--- src/rtl/dg_pkg.sv ---
// Shared types and defaults for the pattern engine: pattern modes, FSM states,
// default bus widths and the bench clock period.
package dg_pkg;

    typedef enum logic [2:0] {
        PAT_FIXED = 3'd0,
        PAT_INCR  = 3'd1,
        PAT_WALK1 = 3'd2,
        PAT_ALT   = 3'd3,
        PAT_LFSR  = 3'd4
    } pattern_t;

    typedef enum logic [1:0] {
        ST_IDLE  = 2'd0,
        ST_ARMED = 2'd1,
        ST_RUN   = 2'd2
    } state_t;

    localparam int PATTERN_DATA_WIDTH_DEF = 32;
    localparam int C_AXI_DATA_WIDTH_DEF   = 128;
    localparam int CLK_PERIOD             = 10;

endpackage

--- src/rtl/dg_pattern_step.sv ---
// Combinational pattern stepping: produces the word that follows `word` in
// the selected mode, and sanitises a seed (walking-one and LFSR cannot
// start from zero, so a zero seed becomes 1). Reserved modes hold the word.
module dg_pattern_step
    import dg_pkg::*;
#(
    parameter int               WIDTH = 32,
    parameter logic [WIDTH-1:0] TAPS  = '0
) (
    input  logic [2:0]       mode,
    input  logic [WIDTH-1:0] word,
    input  logic [2:0]       seed_mode,
    input  logic [WIDTH-1:0] seed_in,
    output logic [WIDTH-1:0] next_word,
    output logic [WIDTH-1:0] seed_word
);

    // Next word of the pattern sequence for the current mode.
    always_comb begin
        // NOTE: assign a default before the case so every path drives the output and no latch is inferred.
        next_word = word;
        case (pattern_t'(mode))
            PAT_INCR:  next_word = word + WIDTH'(1);
            PAT_WALK1: next_word = {word[WIDTH-2:0], word[WIDTH-1]};
            PAT_ALT:   next_word = ~word;
            PAT_LFSR:  next_word = (word >> 1) ^ (word[0] ? TAPS : '0);
            default:   next_word = word;
        endcase
    end

    // Seed clean-up applied when the pattern is (re)initialised.
    always_comb begin
        seed_word = seed_in;
        if (((pattern_t'(seed_mode) == PAT_WALK1) || (pattern_t'(seed_mode) == PAT_LFSR))
            && (seed_in == '0)) begin
            seed_word = WIDTH'(1);
        end
    end

endmodule

--- src/rtl/dg_pattern_engine.sv ---
// Pattern generator/checker. Emits a replicated pattern word on data_o while
// data_en is high and checks returned rdata (byte-masked) against an
// independently advanced expected copy, keeping saturating word/error counts
// and a sticky mismatch flag.
// Optional: define DG_ERR_INJECT_EN to add the err_inject input, which flips
// bit 0 of data_o for the beat generated while it is high.
module dg_pattern_engine
    import dg_pkg::*;
#(
    parameter int          PATTERN_DATA_WIDTH = PATTERN_DATA_WIDTH_DEF,
    parameter int          C_AXI_DATA_WIDTH   = C_AXI_DATA_WIDTH_DEF,
    parameter int          CNT_WIDTH          = 8,
    parameter logic [31:0] LFSR_TAPS          = 32'h8020_0003
) (
    input  logic                            clk,
    input  logic                            rst,
    input  logic                            pattern_init,
    input  logic [2:0]                      pattern_mode,
    input  logic [PATTERN_DATA_WIDTH-1:0]   pattern_word,
    input  logic                            data_en,
    output logic [C_AXI_DATA_WIDTH-1:0]     data_o,
    output logic                            data_vld,
    input  logic [C_AXI_DATA_WIDTH-1:0]     rdata,
    input  logic [C_AXI_DATA_WIDTH/8-1:0]   rdata_bvld,
    input  logic                            rdata_vld,
    input  logic                            wrd_cntr_rst,
    output logic [CNT_WIDTH-1:0]            wrd_cntr,
    output logic [CNT_WIDTH-1:0]            err_cntr,
    output logic                            msmatch_err,
`ifdef DG_ERR_INJECT_EN
    input  logic                            err_inject,
`endif
    output logic                            busy
);

    localparam int NUM_REP   = C_AXI_DATA_WIDTH / PATTERN_DATA_WIDTH;
    localparam int NUM_BYTES = C_AXI_DATA_WIDTH / 8;
    localparam logic [PATTERN_DATA_WIDTH-1:0] TAPS_W = PATTERN_DATA_WIDTH'(LFSR_TAPS);

    state_t                          state_q, state_d;
    pattern_t                        mode_q;
    logic [PATTERN_DATA_WIDTH-1:0]   gen_word, gen_next, gen_seed;
    logic [PATTERN_DATA_WIDTH-1:0]   exp_word, exp_next, exp_seed;
    logic [C_AXI_DATA_WIDTH-1:0]     exp_beat;
    logic [C_AXI_DATA_WIDTH-1:0]     inj_mask;
    logic [NUM_BYTES-1:0]            byte_miss;
    logic                            beat_bad;
    logic                            gen_fire;
    logic                            chk_fire;

    // Beats are only produced or checked once a pattern has been armed;
    // pattern_init takes priority in the sequential blocks below.
    assign gen_fire = data_en   && (state_q != ST_IDLE);
    assign chk_fire = rdata_vld && (state_q != ST_IDLE);
    assign busy     = (state_q == ST_RUN);
    assign exp_beat = {NUM_REP{exp_word}};
    assign beat_bad = |byte_miss;

`ifdef DG_ERR_INJECT_EN
    assign inj_mask = {{(C_AXI_DATA_WIDTH-1){1'b0}}, err_inject};
`else
    assign inj_mask = '0;
`endif

    dg_pattern_step #(.WIDTH(PATTERN_DATA_WIDTH), .TAPS(TAPS_W)) u_gen_step (
        .mode      (mode_q),
        .word      (gen_word),
        .seed_mode (pattern_mode),
        .seed_in   (pattern_word),
        .next_word (gen_next),
        .seed_word (gen_seed)
    );

    dg_pattern_step #(.WIDTH(PATTERN_DATA_WIDTH), .TAPS(TAPS_W)) u_exp_step (
        .mode      (mode_q),
        .word      (exp_word),
        .seed_mode (pattern_mode),
        .seed_in   (pattern_word),
        .next_word (exp_next),
        .seed_word (exp_seed)
    );

    // FSM state register.
    always_ff @(posedge clk or posedge rst) begin
        // NOTE: registers use non-blocking assignments so every flop samples pre-edge values.
        if (rst) state_q <= ST_IDLE;
        else     state_q <= state_d;
    end

    // FSM next state: init re-arms from anywhere, data_en toggles ARMED/RUN.
    always_comb begin
        state_d = state_q;
        if (pattern_init) begin
            state_d = ST_ARMED;
        end else begin
            case (state_q)
                ST_IDLE:  state_d = ST_IDLE;
                ST_ARMED: if (data_en)  state_d = ST_RUN;
                ST_RUN:   if (!data_en) state_d = ST_ARMED;
                default:  state_d = ST_IDLE;
            endcase
        end
    end

    // Generator: latch mode/seed on init, otherwise emit and advance per beat.
    always_ff @(posedge clk or posedge rst) begin
        if (rst) begin
            mode_q   <= PAT_FIXED;
            gen_word <= '0;
            data_o   <= '0;
            data_vld <= 1'b0;
        end else if (pattern_init) begin
            mode_q   <= pattern_t'(pattern_mode);
            gen_word <= gen_seed;
            data_vld <= 1'b0;
        end else begin
            data_vld <= gen_fire;
            if (gen_fire) begin
                data_o   <= {NUM_REP{gen_word}} ^ inj_mask;
                gen_word <= gen_next;
            end
        end
    end

    // Per-byte compare of the returned beat, masked by rdata_bvld.
    always_comb begin
        byte_miss = '0;
        for (int i = 0; i < NUM_BYTES; i++) begin
            byte_miss[i] = rdata_bvld[i] && (rdata[8*i +: 8] != exp_beat[8*i +: 8]);
        end
    end

    // Checker: advance expected word per accepted beat, update counters/flag.
    always_ff @(posedge clk or posedge rst) begin
        if (rst) begin
            exp_word    <= '0;
            wrd_cntr    <= '0;
            err_cntr    <= '0;
            msmatch_err <= 1'b0;
        end else if (pattern_init) begin
            exp_word    <= exp_seed;
            wrd_cntr    <= '0;
            err_cntr    <= '0;
            msmatch_err <= 1'b0;
        end else begin
            if (chk_fire) begin
                exp_word <= exp_next;
                if (beat_bad) begin
                    msmatch_err <= 1'b1;
                    if (err_cntr != '1) err_cntr <= err_cntr + CNT_WIDTH'(1);
                end
            end
            if (wrd_cntr_rst)                      wrd_cntr <= '0;
            else if (chk_fire && (wrd_cntr != '1)) wrd_cntr <= wrd_cntr + CNT_WIDTH'(1);
        end
    end

endmodule

--- config.mk ---
export PLATFORM = sky130hd
export DESIGN_NAME = dg_pattern_engine
export DESIGN_NICKNAME = d
export VERILOG_FILES = /design/src/rtl/dg_pkg.sv /design/src/rtl/dg_pattern_step.sv /design/src/rtl/dg_pattern_engine.sv
export SDC_FILE = /design/constraint.sdc
export NUM_CORES = 1
export LEC_CHECK = 0
export ABC_CLOCK_PERIOD_IN_PS = 5140
export CAP_MARGIN = 20
export CORE_MARGIN = 1.5
export CORE_UTILIZATION = 48
export DETAILED_ROUTE_END_ITERATION = 12
export HOLD_SLACK_MARGIN = 0.03
export PLACE_DENSITY = 0.82
export SLEW_MARGIN = 10
export SYNTH_ARGS = -nofsm -noshare
export SYNTH_HDL_FRONTEND = slang
export SYNTH_SLANG_ARGS = --single-unit
--- constraint.sdc ---
create_clock -name clk -period 5.14 [get_ports clk]
set_input_delay 0.771 -clock clk [delete_from_list [all_inputs] [get_ports clk]]
set_output_delay 0.771 -clock clk [all_outputs]
set_load 0.05 [all_outputs]
# Word-level counts from Yosys, hierarchy flattened
# Index checks and enable logic that the tools add are counted.
dict set report totals {
  reg_bits 215
  input_bits 185
  output_inout_bits 147
  elab_cells 106
}
dict set report op_classes {
  add_sub_neg 4
  n_eq_ne 28
  muxes 24
  bitwise_logic 5
  reduce_logical 36
}
# cell n
set op_table {}
lappend op_table {{$pmux W32 S4} 2}
lappend op_table {{$mux W32} 7}
lappend op_table {{$ne A8 B8 Y1} 16}
lappend op_table {{$add A32 B1 Y32 const B} 2}
lappend op_table {{$not A32 Y32} 2}
lappend op_table {{$xor A31 B32 Y32} 2}
lappend op_table {{$mux W8} 7}
lappend op_table {{$logic_not A32 Y1} 1}
lappend op_table {{$logic_and A1 B1 Y1} 20}
lappend op_table {{$add A8 B1 Y8 const B} 2}
lappend op_table {{$ne A8 B8 Y1 const B} 2}
lappend op_table {{$reduce_or A16 Y1} 1}
lappend op_table {{$reduce_and A2 Y1} 5}
lappend op_table {{$reduce_bool A2 Y1} 5}
lappend op_table {{$eq A3 B2 Y1 const B} 3}
lappend op_table {{$eq A3 B3 Y1 const B} 2}
lappend op_table {{$mux W2} 3}
lappend op_table {{$ne A3 B3 Y1 const B} 2}
lappend op_table {{$reduce_bool A5 Y1} 1}
lappend op_table {{$mux W1} 4}
lappend op_table {{$pmux W2 S2} 1}
lappend op_table {{$eq A3 B1 Y1 const B} 1}
lappend op_table {{$reduce_and A3 Y1} 1}
lappend op_table {{$reduce_bool A3 Y1} 1}
lappend op_table {{other kinds (4)} 4}

# Depth between registers and ports, before layout
# Gate-level depths: netlist of the first run.
dict set report logic_depth {
  depth_word 6
  depth_mapped 9
  mapped_depth_nobuf 8
}

# Hierarchy
# Synthesis of the first run repeated with hierarchy kept, for this count alone.
dict set report unflattened {
  cells_unflattened 1659
  hier_area_um2 12602.1
}
# module instances cells_each area_per_inst_um2 seq_area_each_um2
set by_module_without_submodules {}
lappend by_module_without_submodules {dg_pattern_engine 1 775 7517.2 2977.9}
lappend by_module_without_submodules {dg_pattern_step 2 442 2542.4 0.0}

# Least setup slack after synthesis of the first run
# Ideal clock, no wire load.
dict set report synth_path {
  path_type {input-to-reg}
  startpoint {input rdata[79]}
  endpoint {register err_cntr[0]}
  setup_ns 0.134
  arrival_ns 2.156
  t_required_ns 5.006
  setup_slack_ns 2.850
  path_stages 6
  path_buffers 0
  cell_sequence {xor2_1 > nor4_1 > a21boi_0 > or4_1 > nor2_2 > o211ai_1}
}
dict set report synth_between {
  elab_chain_cells 5
}
# item line
set synth_rtl {}
lappend synth_rtl {{start: declaration} dg_pattern_engine.sv:23} ;# input logic [C_AXI_DATA_WIDTH-1:0] rdata,
lappend synth_rtl {{$ne A8 B8 Y1} dg_pattern_engine.sv:129} ;# byte_miss[i] = rdata_bvld[i] && (rdata[8*i +: 8] != exp_beat[8*i +: 8]);
lappend synth_rtl {{$logic_and A1 B1 Y1} dg_pattern_engine.sv:129}
lappend synth_rtl {{$reduce_or A16 Y1} dg_pattern_engine.sv:57} ;# assign beat_bad = |byte_miss;
lappend synth_rtl {{$reduce_bool A2 Y1 (no source line)} --}
lappend synth_rtl {{$reduce_and A3 Y1 (no source line)} --}
lappend synth_rtl {{end signal: assignment} dg_pattern_engine.sv:150} ;# if (err_cntr != '1) err_cntr <= err_cntr + CNT_WIDTH'(1);
lappend synth_rtl {{end: declaration} dg_pattern_engine.sv:28} ;# output logic [CNT_WIDTH-1:0] err_cntr,
# Every way passes these cells.
# A chain may end at the register's enable or synchronous reset.

# Worst setup path after layout of the first run
dict set report layout_path {
  startpoint {register mode_q[0]}
  endpoint {register exp_word[9]}
}
dict set report layout_between {
  elab_chain_cells 4
  word_cells_on_any_way 9
  classes_between {eq/ne (4); mux (3); reduce/logical (2)}
}
# item line
set layout_rtl {}
lappend layout_rtl {{start: declaration} dg_pattern_engine.sv:41} ;# pattern_t mode_q;
lappend layout_rtl {{start signal: assignment} dg_pattern_engine.sv:113} ;# mode_q <= pattern_t'(pattern_mode);
lappend layout_rtl {{$eq A3 B3 Y1 (tied with other cells)} dg_pattern_step.sv:22} ;# case (pattern_t'(mode))
lappend layout_rtl {{$pmux W32 S4} dg_pattern_step.sv:22}
lappend layout_rtl {{$mux W32} dg_pattern_engine.sv:146} ;# if (chk_fire) begin
lappend layout_rtl {{$mux W32} dg_pattern_engine.sv:140} ;# end else if (pattern_init) begin
lappend layout_rtl {{end signal: assignment} dg_pattern_engine.sv:141} ;# exp_word <= exp_seed;
lappend layout_rtl {{end signal: assignment} dg_pattern_engine.sv:147} ;# exp_word <= exp_next;
lappend layout_rtl {{end: declaration} dg_pattern_engine.sv:43} ;# logic [PATTERN_DATA_WIDTH-1:0] exp_word, exp_next, exp_seed;
# Several ways; a longest one is shown, not always the timed one. The select of a mux whose other input is x is not followed.

==> results.py, run 1 <==
metrics = {
    "outcome": {
        "status": "finished clean",
    },
    "timing": {
        "setup_ws_ns": 1.44,
        "rsz0062_at_grt": "false",
        "fin_crit_sh": 0.720,
        "setup_tns_ns": 0,
        "fmax_mhz": 270,
        "setup_viol": 0,
        "worst_pin_slew_ns": 1.10,
        "skew_ns": 0.0103,
        "min_period_ns": 3.70,
        "drv_slew": 0,
        "finalHoldViolations": 0,
        "holdWs_ns": 0.571,
        "maxSlewHeadroom": 0.262,
    },
    "clock_tree": {
        "post_cts_buffers": 0,
        "root_buffer": "clkbuf_16",
        "cts_tree": "done",
        "clk_pin_slew_ns": 0.06,
        "clock_sinks": 119,
        "h-tree-depth": 4,
        "ctsResizeCount": 0,
        "cts_buffers": 17,
        "insertion_delay_ns": 0.43,
        "cts_buffer_depth": 2,
        "holdBufCountCts": 0,
    },
    "global_route": {
        "antenna_found_initial": 0,
        "grt_max_degree": 74,
        "first_global_vias": 10500,
        "grt_pass1_wl_um": 55000,
        "grt_usage": 0.311,
        "grt_overflow": 0,
    },
    "critical_path": {
        "worst-r2r-cell-count": 8,
        "r2r_end": "exp_word[9]",
        "cp-start-kind": "flop",
        "critical_path_class": "flop to flop",
        "cp.required_ns": 5.49,
        "r2r_start": "mode_q[0]",
        "crit_fanout": 73,
        "rrSetupSlack_ns": 1.44,
        "cp-end-kind": "flop",
        "critical_path_arrival_ns": 4.05,
    },
    "power": {
        "p_leak_uw": 0.00505,
        "power.switching_uw": 2690,
        "p_comb_frac": 0.515,
        "p_int_uw": 2960,
        "p_per_area_nw_per_um2": 414,
        "irDropWorstVdd_mv": 0.298,
        "swShare": 0.476,
        "seqPwrFrac": 0.272,
        "p_clk_frac": 0.213,
    },
    "route": {
        "routed_via_density": 6.26,
        "wl_per_cell_um": 20.3,
        "drc": 0,
        "drtPass1Iterations": 6,
        "wl_um": 35800,
        "drt_iter0_drc": 1620,
        "num_vias": 11000,
        "ant_nets": 0,
    },
    "yosys": {
        "syn-mean-instance-area_um2": 7.92,
        "synth-compound-area-share": 0.211,
        "synthArstFlopShare": 1.00,
        "syn_area_um2": 10500,
        "synth-xor-area-share": 0.139,
        "synth_edf_count": 0,
        "synthCells": 1328,
        "synth_flop_cell": "dfrtp_1",
        "synthAdderAreaFrac": 0.00476,
        "synth_top_family_by_area": "compound AO/OA/AOI/OAI gates",
        "synth_nets": 1517,
        "synth-simple-area-share": 0.192,
        "muxShareOfSynthArea": 0.0440,
        "ys.warnings.count": 0,
        "ys_seq_elements": 119,
        "synth.distinct_cells": 68,
        "ys_seq_area_frac": 0.283,
    },
    "die": {
        "core_um2": 21300,
        "rows": 53,
        "die_area_um2": 22800,
        "io_pins": 332,
        "initial_core_util": 0.494,
        "die_w_um": 151,
        "die_y_um": 151,
    },
    "final_layout": {
        "syn2layout_area_growth_pct": 29.9,
        "nFillCells": 1749,
        "antennaDiodeCount": 0,
        "layout_common_cells": "330 x clkdlybuf4s50_1, 134 x xnor2_1, 118 x dfrtp_1",
        "multi_input_area_um2": 6230,
        "fin_area_um2": 13700,
        "regArea_um2": 2980,
        "final_common_cell": "clkdlybuf4s50_1",
        "drive_gt1_frac": 0.0679,
        "final_util": 0.642,
        "fin_nets": 1663,
    },
    "hold_path": {
        "whs_endpoint": "msmatch_err",
        "hp-class": "flop to flop",
        "worstHoldPathCells": 2,
        "min-delay-start": "msmatch_err",
    },
    "place": {
        "port_buffers": 331,
        "dp_slack_ns": 1.71,
        "routabilityCongestion": 0.956,
        "placed_cell_area_um2": 13100,
        "dp_hpwl_um": 25200,
    },
    "job": {
        "max_cap_violations": 0,
    },
}
[flip-flops by register name (all words and copies together) (netlist names), 2 cells and up]
name,flops
data_o,32
err_cntr,8
exp_word,32
gen_word,32
mode_q,3
state_q,2
wrd_cntr,8
[logic make-up (layout without fill, tap and decap cells)]
group,after synthesis,count (layout)
AO/OA/AOI/OAI,352,352
XOR/XNOR,167,167
adder cells (fa/ha/maj),4,4
buffers and inverters,241,400
flip-flops,119,119
multiplexers,42,42
AND/OR/NAND/NOR,403,403
[Yosys cell counts (4+ instances only)]
cell type	instances	area (um^2)
a211o_1	5	43.8
a211oi_1	10	75.1
a21oi_1	79	395
a221o_1	6	60.1
a221oi_1	17	149
a22oi_1	16	120
a31oi_1	37	231
and3_1	11	68.8
and4_1	8	70.1
buf_1	13	48.8
buf_2	27	135
buf_4	100	751
clkbuf_1	77	289
dfrtp_1	119	2980
ha_1	4	50.1
inv_1	22	82.6
mux2_2	34	383
mux2i_1	8	80.1
nand2_1	107	402
nand2b_1	7	43.8
nand3_1	42	210
nand3b_1	8	60.1
nand4_1	50	313
nor2_1	111	417
nor2b_1	4	25.0
nor3_1	14	70.1
nor4_1	14	87.6
o211ai_1	11	82.6
o21a_1	6	45.0
o21ai_0	97	485
o221ai_1	7	61.3
o22ai_1	17	106
o311ai_0	5	43.8
o31ai_1	9	67.6
or3_1	6	37.5
xnor2_1	134	1170
xor2_1	33	289
[worst max-delay path by stage]
stage | start | to | slack [ns] | cells after the start
6_report | mode_q[0] | exp_word[9] | 1.44 | 8
3_5_place_dp | mode_q[0] | exp_word[9] | 1.71 | 8
2_1_floorplan | rst | data_o[100] | 1.21 | 1
4_1_cts | mode_q[0] | exp_word[9] | 1.68 | 8
5_1_grt | mode_q[0] | exp_word[9] | 1.30 | 8
3_3_place_gp | pattern_word[8] | exp_word[2] | 1.68 | 8
[through the flow]
| stage | cells | power, uW |
|---|---|---|
| after floorplan | 1328 | 3760 |
| after global placement | 1729 | 4390 |
| after detailed placement | 1729 | 4440 |
| after CTS | 1761 | 5630 |
| after global routing | 1762 | 5890 |
| final | 1762 | 5650 |
[cell type report]
class	count	share of cell area
multi-input combinational	968	0.456
inverter	22	0.00622
clock buffer	24	0.0360
timing repair buffer	346	0.252
sequential	119	0.218
clock inverter	8	0.00696
tap	275	0.0252
[power by group through the flow]
| stage | logic (uW) | clock network [uW] | registers (uW) |
|---|---|---|---|
| floorplan | 2200 | 0 | 1550 |
| global placement | 2850 | 0 | 1540 |
| detailed placement | 2890 | 0 | 1550 |
| CTS | 2900 | 1200 | 1530 |
| global route | 3060 | 1250 | 1580 |
| finish | 2910 | 1200 | 1540 |
[critical path, cell delays in order, from the launching register on]
cell	delay, ns
dfrtp_4	0.93
buf_4	0.60
nor3_2	0.09
buf_4	0.31
nor2_4	0.89
nand2_1	0.19
o31ai_1	0.29
a21oi_1	0.11
a21oi_1	0.18
[layer usage]
metal,share of wire,up-vias,track usage
met5,0.00075,-,0.00909
met4,0.038,2,0.146
met3,0.12,137,0.0889
met2,0.46,760,0.495
met1,0.38,5179,0.387
li1,-,4949,-
Power figures use the tool's default switching activity.
==> run 2, diff against run 1 <==
--- a/config.mk
+++ b/config.mk
@@ -5,13 +5,13 @@
 export SDC_FILE = /design/constraint.sdc
 export NUM_CORES = 1
 export LEC_CHECK = 0
-export ABC_CLOCK_PERIOD_IN_PS = 5140
+export ABC_CLOCK_PERIOD_IN_PS = 3300
 export CAP_MARGIN = 20
 export CORE_MARGIN = 1.5
-export CORE_UTILIZATION = 48
+export CORE_UTILIZATION = 44
 export DETAILED_ROUTE_END_ITERATION = 12
 export HOLD_SLACK_MARGIN = 0.03
-export PLACE_DENSITY = 0.82
+export PLACE_DENSITY = 0.79
 export SLEW_MARGIN = 10
 export SYNTH_ARGS = -nofsm -noshare
 export SYNTH_HDL_FRONTEND = slang
==> constraint.sdc (replaced) <==
create_clock -name clk -period 3.3 [get_ports clk]
set_input_delay 0.495 -clock clk [delete_from_list [all_inputs] [get_ports clk]]
set_output_delay 0.495 -clock clk [all_outputs]
set_load 0.05 [all_outputs]
==> run 2 against run 1 <==
  * Critical path depth unchanged
  * Non-clock buffer count increased by 39
  * Maximum frequency increased by 21%
  * Clock power increased by 60%
  * Die area increased by 8.9%
  * Worst setup slack got worse by 1.2 ns
  * Clock skew about the same
  * Clock-buffer cell count unchanged
  * Combinational power increased by 63%
  * Largest cell class unchanged
  * Highest routed layer is now met4
==> results.py, run 2 (synthesis results as in run 1) <==
metrics = {
    "outcome": {
        "status": "finished clean",
    },
    "global_route": {
        "antenna_found_initial": 0,
        "grt_pass1_wl_um": 54900,
        "first_global_vias": 10500,
        "grt_max_degree": 91,
        "grt_usage": 0.282,
        "grt_overflow": 0,
    },
    "critical_path": {
        "crit_family": "simple AND/OR/NAND/NOR gates",
        "critPathSlowestCell": "dfrtp_1",
        "cp_cell_sequence": "xnor2_1 -> nand4_1 -> o21ai_0 -> buf_4 -> nand4_1 -> or4_1 -> nor2_2 -> o21ai_0",
        "path_buf_inv": 1,
        "cp-start-kind": "flop",
        "cp-end-kind": "flop",
        "slowest_delay_ns": 0.70,
        "critical_path_class": "flop to flop",
        "cp.required_ns": 3.59,
        "crit_fanout": 10,
        "critical_path_arrival_ns": 3.35,
    },
    "final_layout": {
        "fin_area_um2": 14000,
        "final_common_cell": "clkdlybuf4s50_1",
        "fin_nets": 1702,
        "largestRegisters": "data_o: 32 flops, exp_word: 32 flops, gen_word: 32 flops",
        "drive_gt1_frac": 0.0911,
        "syn2layout_area_growth_pct": 33.5,
        "layout_common_cells": "330 x clkdlybuf4s50_1, 134 x xnor2_1, 118 x dfrtp_1",
        "fin_cells": 1845,
        "antennaDiodeCount": 0,
    },
    "power": {
        "seqPwrFrac": 0.254,
        "p_per_area_nw_per_um2": 635,
        "p_comb_frac": 0.531,
        "p_leak_uw": 0.00524,
        "irDropWorstVdd_mv": 0.670,
        "power_uw": 8920,
        "power.switching_uw": 4180,
        "swShare": 0.468,
        "p_clk_frac": 0.215,
        "p_int_uw": 4750,
    },
    "timing": {
        "setup_tns_ns": 0,
        "finalHoldViolations": 0,
        "skew_ns": 0.0101,
        "maxSlewHeadroom": 0.475,
        "setup_viol": 0,
        "worst_pin_slew_ns": 0.788,
        "drv_slew": 0,
        "min_period_ns": 3.07,
        "fmax_mhz": 326,
        "holdWs_ns": 0.552,
        "fin_crit_sh": 0.929,
        "rsz0062_at_grt": "false",
    },
    "place": {
        "routabilityCongestion": 0.895,
        "placed_cell_area_um2": 13400,
        "dp_hpwl_um": 25900,
        "port_buffers": 331,
        "dp.cells": 1813,
    },
    "clock_tree": {
        "insertion_delay_ns": 0.42,
        "clk_pin_slew_ns": 0.06,
        "cts_buffers": 17,
        "ctsResizeCount": 0,
        "cts_buffer_depth": 2,
        "h-tree-depth": 4,
        "cts_tree": "done",
        "holdBufCountCts": 0,
        "clock_sinks": 119,
        "root_buffer": "clkbuf_16",
        "post_cts_buffers": 0,
    },
    "die": {
        "die_area_um2": 24800,
        "io_pins": 332,
        "initial_core_util": 0.448,
        "core_um2": 23500,
        "rows": 56,
        "die_w_um": 158,
        "die_y_um": 158,
    },
    "route": {
        "wl_per_cell_um": 19.3,
        "ant_nets": 0,
        "wl_um": 35600,
        "num_vias": 11100,
        "drc": 0,
        "drtPass1Iterations": 6,
        "drt_iter0_drc": 1415,
        "routed_via_density": 6.03,
    },
    "hold_path": {
        "hp-class": "primary input to async pin",
    },
    "job": {
        "max_cap_violations": 0,
    },
}
==> run 2: power by group through the flow <==
| stage | logic [uW] | registers [uW] | clock network [uW] |
|---|---|---|---|
| finish | 4740 | 2260 | 1920 |
| global route | 4980 | 2330 | 2010 |
| CTS | 4730 | 2270 | 1940 |
| detailed placement | 4710 | 2290 | 0 |
| global placement | 4640 | 2280 | 0 |
| floorplan | 3430 | 2420 | 0 |
==> run 2: metal layers <==
| layer | vias to the layer above | GRT usage | wire length, um |
|---|---|---|---|
| met5 | - | 0 | 0 |
| met4 | 0 | 0.106 | 1120 |
| met3 | 106 | 0.0690 | 3830 |
| met2 | 717 | 0.461 | 17000 |
| met1 | 5256 | 0.360 | 13700 |
| li1 | 5039 | - | - |
==> run 2: worst paths after layout <==
| kind | slack [ns] | to | depth (start not counted) | start |
|---|---|---|---|---|
| max in group asynchronous | 2.27 | mode_q[0] | 3 | rst |
| min in group clk | 0.55 | msmatch_err | 2 | pattern_init |
| hold reg to reg | 0.58 | data_o[125] | 1 | data_o[125] |
| setup / recovery | 0.23 | err_cntr[4] | 8 | exp_word[31] |
| hold / removal | 0.55 | gen_word[24] | 3 | rst |
| setup reg to reg | 0.23 | err_cntr[4] | 8 | exp_word[31] |
==> run 2: area by class of cell <==
type / count / area, um^2
inverter: 22 / 86.3
fill: 2060 / 9430
sequential: 119 / 2980
multi-input combinational: 968 / 6230
clock buffer: 24 / 482
clock inverter: 8 / 120
tap: 319 / 399
timing repair buffer: 385 / 3750
==> run 2: stage by stage <==
stage,worst slack [ns],utilization
finish,0.233,0.598
global route,0.0979,0.598
CTS,0.279,0.598
detailed placement,0.0956,0.573
global placement,0.123,0.573
floorplan,1.10,-
==> run 2: worst reg2reg max path: cells and delay by family (launching register included) <==
kind | cells | cell delay [ns]
buf+inv | 1 | 0.21
simple gates | 4 | 1.15
compound gates | 2 | 0.67
xor+xnor | 1 | 0.19
flops | 1 | 0.70
==> run 3, diff against run 2 <==
--- a/config.mk
+++ b/config.mk
@@ -5,13 +5,15 @@
 export SDC_FILE = /design/constraint.sdc
 export NUM_CORES = 1
 export LEC_CHECK = 0
+export ABC_AREA = 1
 export ABC_CLOCK_PERIOD_IN_PS = 3300
 export CAP_MARGIN = 20
+export CORE_ASPECT_RATIO = 0.6
 export CORE_MARGIN = 1.5
 export CORE_UTILIZATION = 44
 export DETAILED_ROUTE_END_ITERATION = 12
 export HOLD_SLACK_MARGIN = 0.03
-export PLACE_DENSITY = 0.79
+export PLACE_DENSITY = 0.78
 export SLEW_MARGIN = 10
 export SYNTH_ARGS = -nofsm -noshare
 export SYNTH_HDL_FRONTEND = slang
==> run 3 against run 2 <==
  * Via count grew 11%
  * Clock-buffer cell count fell by 4
  * Critical path depth grew 5
  * Sequential power up 10%
  * Clock skew is 0.0021 ns lower
  * Non-clock buffer count is 37 lower
  * Sequential cell count is the same
  * Sequential share of layout area shrank 0.54 points
  * Largest cell class unchanged
  * Highest routed layer unchanged
==> results.py, run 3 <==
metrics = {
    "clock_tree": {
        "cts_buffer_depth": 2,
        "holdBufCountCts": 0,
        "h-tree-depth": 4,
        "cts_buffers": 17,
        "post_cts_buffers": 0,
        "insertion_delay_ns": 0.43,
        "cts_tree": "done",
        "clock_sinks": 119,
        "ctsResizeCount": 0,
        "root_buffer": "clkbuf_16",
        "clk_pin_slew_ns": 0.06,
    },
    "route": {
        "num_vias": 12300,
        "routed_via_density": 5.52,
        "drc": 0,
        "drt_iter0_drc": 1299,
        "top_layer": "met4",
        "wl_per_cell_um": 17.6,
        "met2_wirelength_um": 16600,
        "wl_met3_um": 4250,
        "m1WireLength_um": 17800,
        "drtPass1Iterations": 7,
        "wl_um": 39200,
        "ant_nets": 0,
    },
    "power": {
        "p_int_uw": 4690,
        "p_comb_frac": 0.537,
        "p_per_area_nw_per_um2": 650,
        "seqPwrFrac": 0.266,
        "power_uw": 9360,
        "irDropWorstVdd_mv": 0.431,
        "p_leak_uw": 0.00633,
        "power.switching_uw": 4670,
        "swShare": 0.499,
        "p_clk_frac": 0.196,
    },
    "yosys": {
        "synthAdderAreaFrac": 0.00450,
        "syn_area_um2": 11100,
        "ys_top_cells_by_count": "488 x nand2_1, 180 x nor2_1, 151 x inv_1",
        "synthArstFlopShare": 1.00,
        "synth.distinct_cells": 44,
        "synthCells": 1714,
        "synth_flop_cell": "dfrtp_1",
        "ys_seq_elements": 119,
        "ys.warnings.count": 0,
        "synth_edf_count": 0,
        "syn-mean-instance-area_um2": 6.49,
        "muxShareOfSynthArea": 0,
        "synth_top_family_by_area": "simple AND/OR/NAND/NOR gates",
        "yosysTopAreaCell": "dfrtp_1",
        "synthTopCellsByArea": "dfrtp_1 27%, nand2_1 16%, xnor2_1 7.4%",
        "synth_nets": 1903,
        "synth-simple-area-share": 0.299,
        "synth_most_common_cell": "nand2_1",
        "synth_top_area_frac": 0.268,
        "synth-xor-area-share": 0.105,
        "synth-compound-area-share": 0.163,
        "ys_seq_area_frac": 0.268,
    },
    "final_layout": {
        "largestRegisters": "data_o: 32 flops, exp_word: 32 flops, gen_word: 32 flops",
        "final_common_cell": "nand2_1",
        "syn2layout_area_growth_pct": 29.4,
        "drive_gt1_frac": 0.0457,
        "final_util": 0.587,
        "layout_common_cells": "488 x nand2_1, 330 x clkdlybuf4s50_1, 179 x nor2_1",
        "fin_nets": 2083,
    },
    "timing": {
        "holdWs_ns": 0.492,
        "worst_pin_slew_ns": 0.861,
        "rsz0062_at_grt": "false",
        "fin_crit_sh": 0.751,
        "setup_viol": 0,
        "min_period_ns": 2.48,
        "fmax_mhz": 404,
        "setup_ws_ns": 0.822,
        "drv_slew": 0,
        "maxSlewHeadroom": 0.424,
        "finalHoldViolations": 0,
        "setup_tns_ns": 0,
        "skew_ns": 0.00800,
    },
    "job": {
        "max_cap_violations": 0,
    },
    "die": {
        "rows": 44,
        "die_w_um": 208,
        "die_y_um": 126,
        "die_area_um2": 26300,
        "io_pins": 332,
        "initial_core_util": 0.454,
        "core_um2": 24500,
    },
    "critical_path": {
        "critPathSlowestCell": "dfrtp_1",
        "critical_path_arrival_ns": 2.83,
        "cp.required_ns": 3.66,
        "critical_path_class": "flop to flop",
        "cp_cell_sequence": "ha_1 -> nand2_1 -> nor2_2 -> nand2_1 -> nor2_2 -> inv_2 -> nor2_1 -> nand2_1 -> xor2_1 -> nand2_1 -> nand2_1 -> nand2_1 -> a21oi_1",
        "cpMostUsedCell": "nand2_1",
        "slowest_delay_ns": 0.61,
        "crit_family": "simple AND/OR/NAND/NOR gates",
        "cp-end-kind": "flop",
        "rrSetupSlack_ns": 0.82,
        "path_buf_inv": 1,
        "crit_fanout": 9,
        "cp-start-kind": "flop",
    },
    "place": {
        "port_buffers": 331,
        "routabilityCongestion": 0.908,
        "dp_slack_ns": 0.820,
        "dp_hpwl_um": 28800,
    },
    "global_route": {
        "grt_pass1_wl_um": 61000,
        "antenna_found_initial": 1,
        "grt_max_degree": 64,
        "grt_usage": 0.291,
        "grt_overflow": 0,
        "first_global_vias": 11400,
    },
    "outcome": {
        "status": "finished clean",
    },
    "hold_path": {
        "hp-class": "primary input to flop",
    },
}
## run 3: cell count changes after synthesis, moves of 10 or more
cell      change
nand2_1     +381
clkbuf_1     -44
buf_1        -10
a211oi_1     -10
nor2_1       +69
o22ai_1      +23
nand4_1      -25
a221oi_1     -17
and3_1       -11
mux2_2       -34
buf_2        +14
a31oi_1      -14
xnor2_1      -40
inv_1       +129
## run 3: worst paths after layout
path	startpoint	to	cells after the start
max	exp_word[1]	exp_word[24]	13
min	pattern_init	state_q[1]	4
min reg2reg	msmatch_err	msmatch_err	2
max in group asynchronous	rst	gen_word[17]	3
max reg2reg	exp_word[1]	exp_word[24]	13
min in group asynchronous	rst	data_o[125]	2
## run 3: tightest hold or removal path, stage by stage
cell and delay (ns):
buf_2 0.21, nor2_1 0.07, inv_1 0.06, nor2_1 0.04
## run 3: metrics by stage
step	cell area, um^2	cells
2_1_floorplan	11100	1714
3_3_place_gp	13800	2197
3_5_place_dp	13800	2197
4_1_cts	14400	2227
5_1_grt	14400	2227
6_report	14400	2228
## run 3: power by group through the flow
stage	Combinational, uW	Clock, uW	Sequential [uW]
6_report	5030	1840	2490
5_1_grt	5360	1910	2560
4_1_cts	5010	1840	2480
3_5_place_dp	4990	0	2500
3_3_place_gp	4910	0	2490
2_1_floorplan	3800	0	2480
## run 3: per-layer routing
layer,track usage,up-vias
li1,-,5804
met1,0.422,5693
met2,0.426,732
met3,0.0723,63
met4,0.0807,0
met5,0,-
## run 3: cell type report
class	instances	area, um^2
Timing Repair Buffer	348	3470
Sequential cell	119	2980
Clock buffer	20	457
Inverter	161	608
Multi-Input combinational cell	1247	6370
Tap cell	322	403
Antenna cell	1	2.50
Clock inverter	10	105
Fill cell	2311	10100
## run 3: cells by family (layout without fill, tap and decap cells)
kind of cell / after synthesis / after routing
buffers and inverters: 348 / 539
other: 0 / 1
adders and majority gates: 4 / 4
xor gates and xnor gates: 134 / 134
and+or+nand+nor: 798 / 798
AOI/OAI and AO/OA: 311 / 311
DFF: 119 / 119
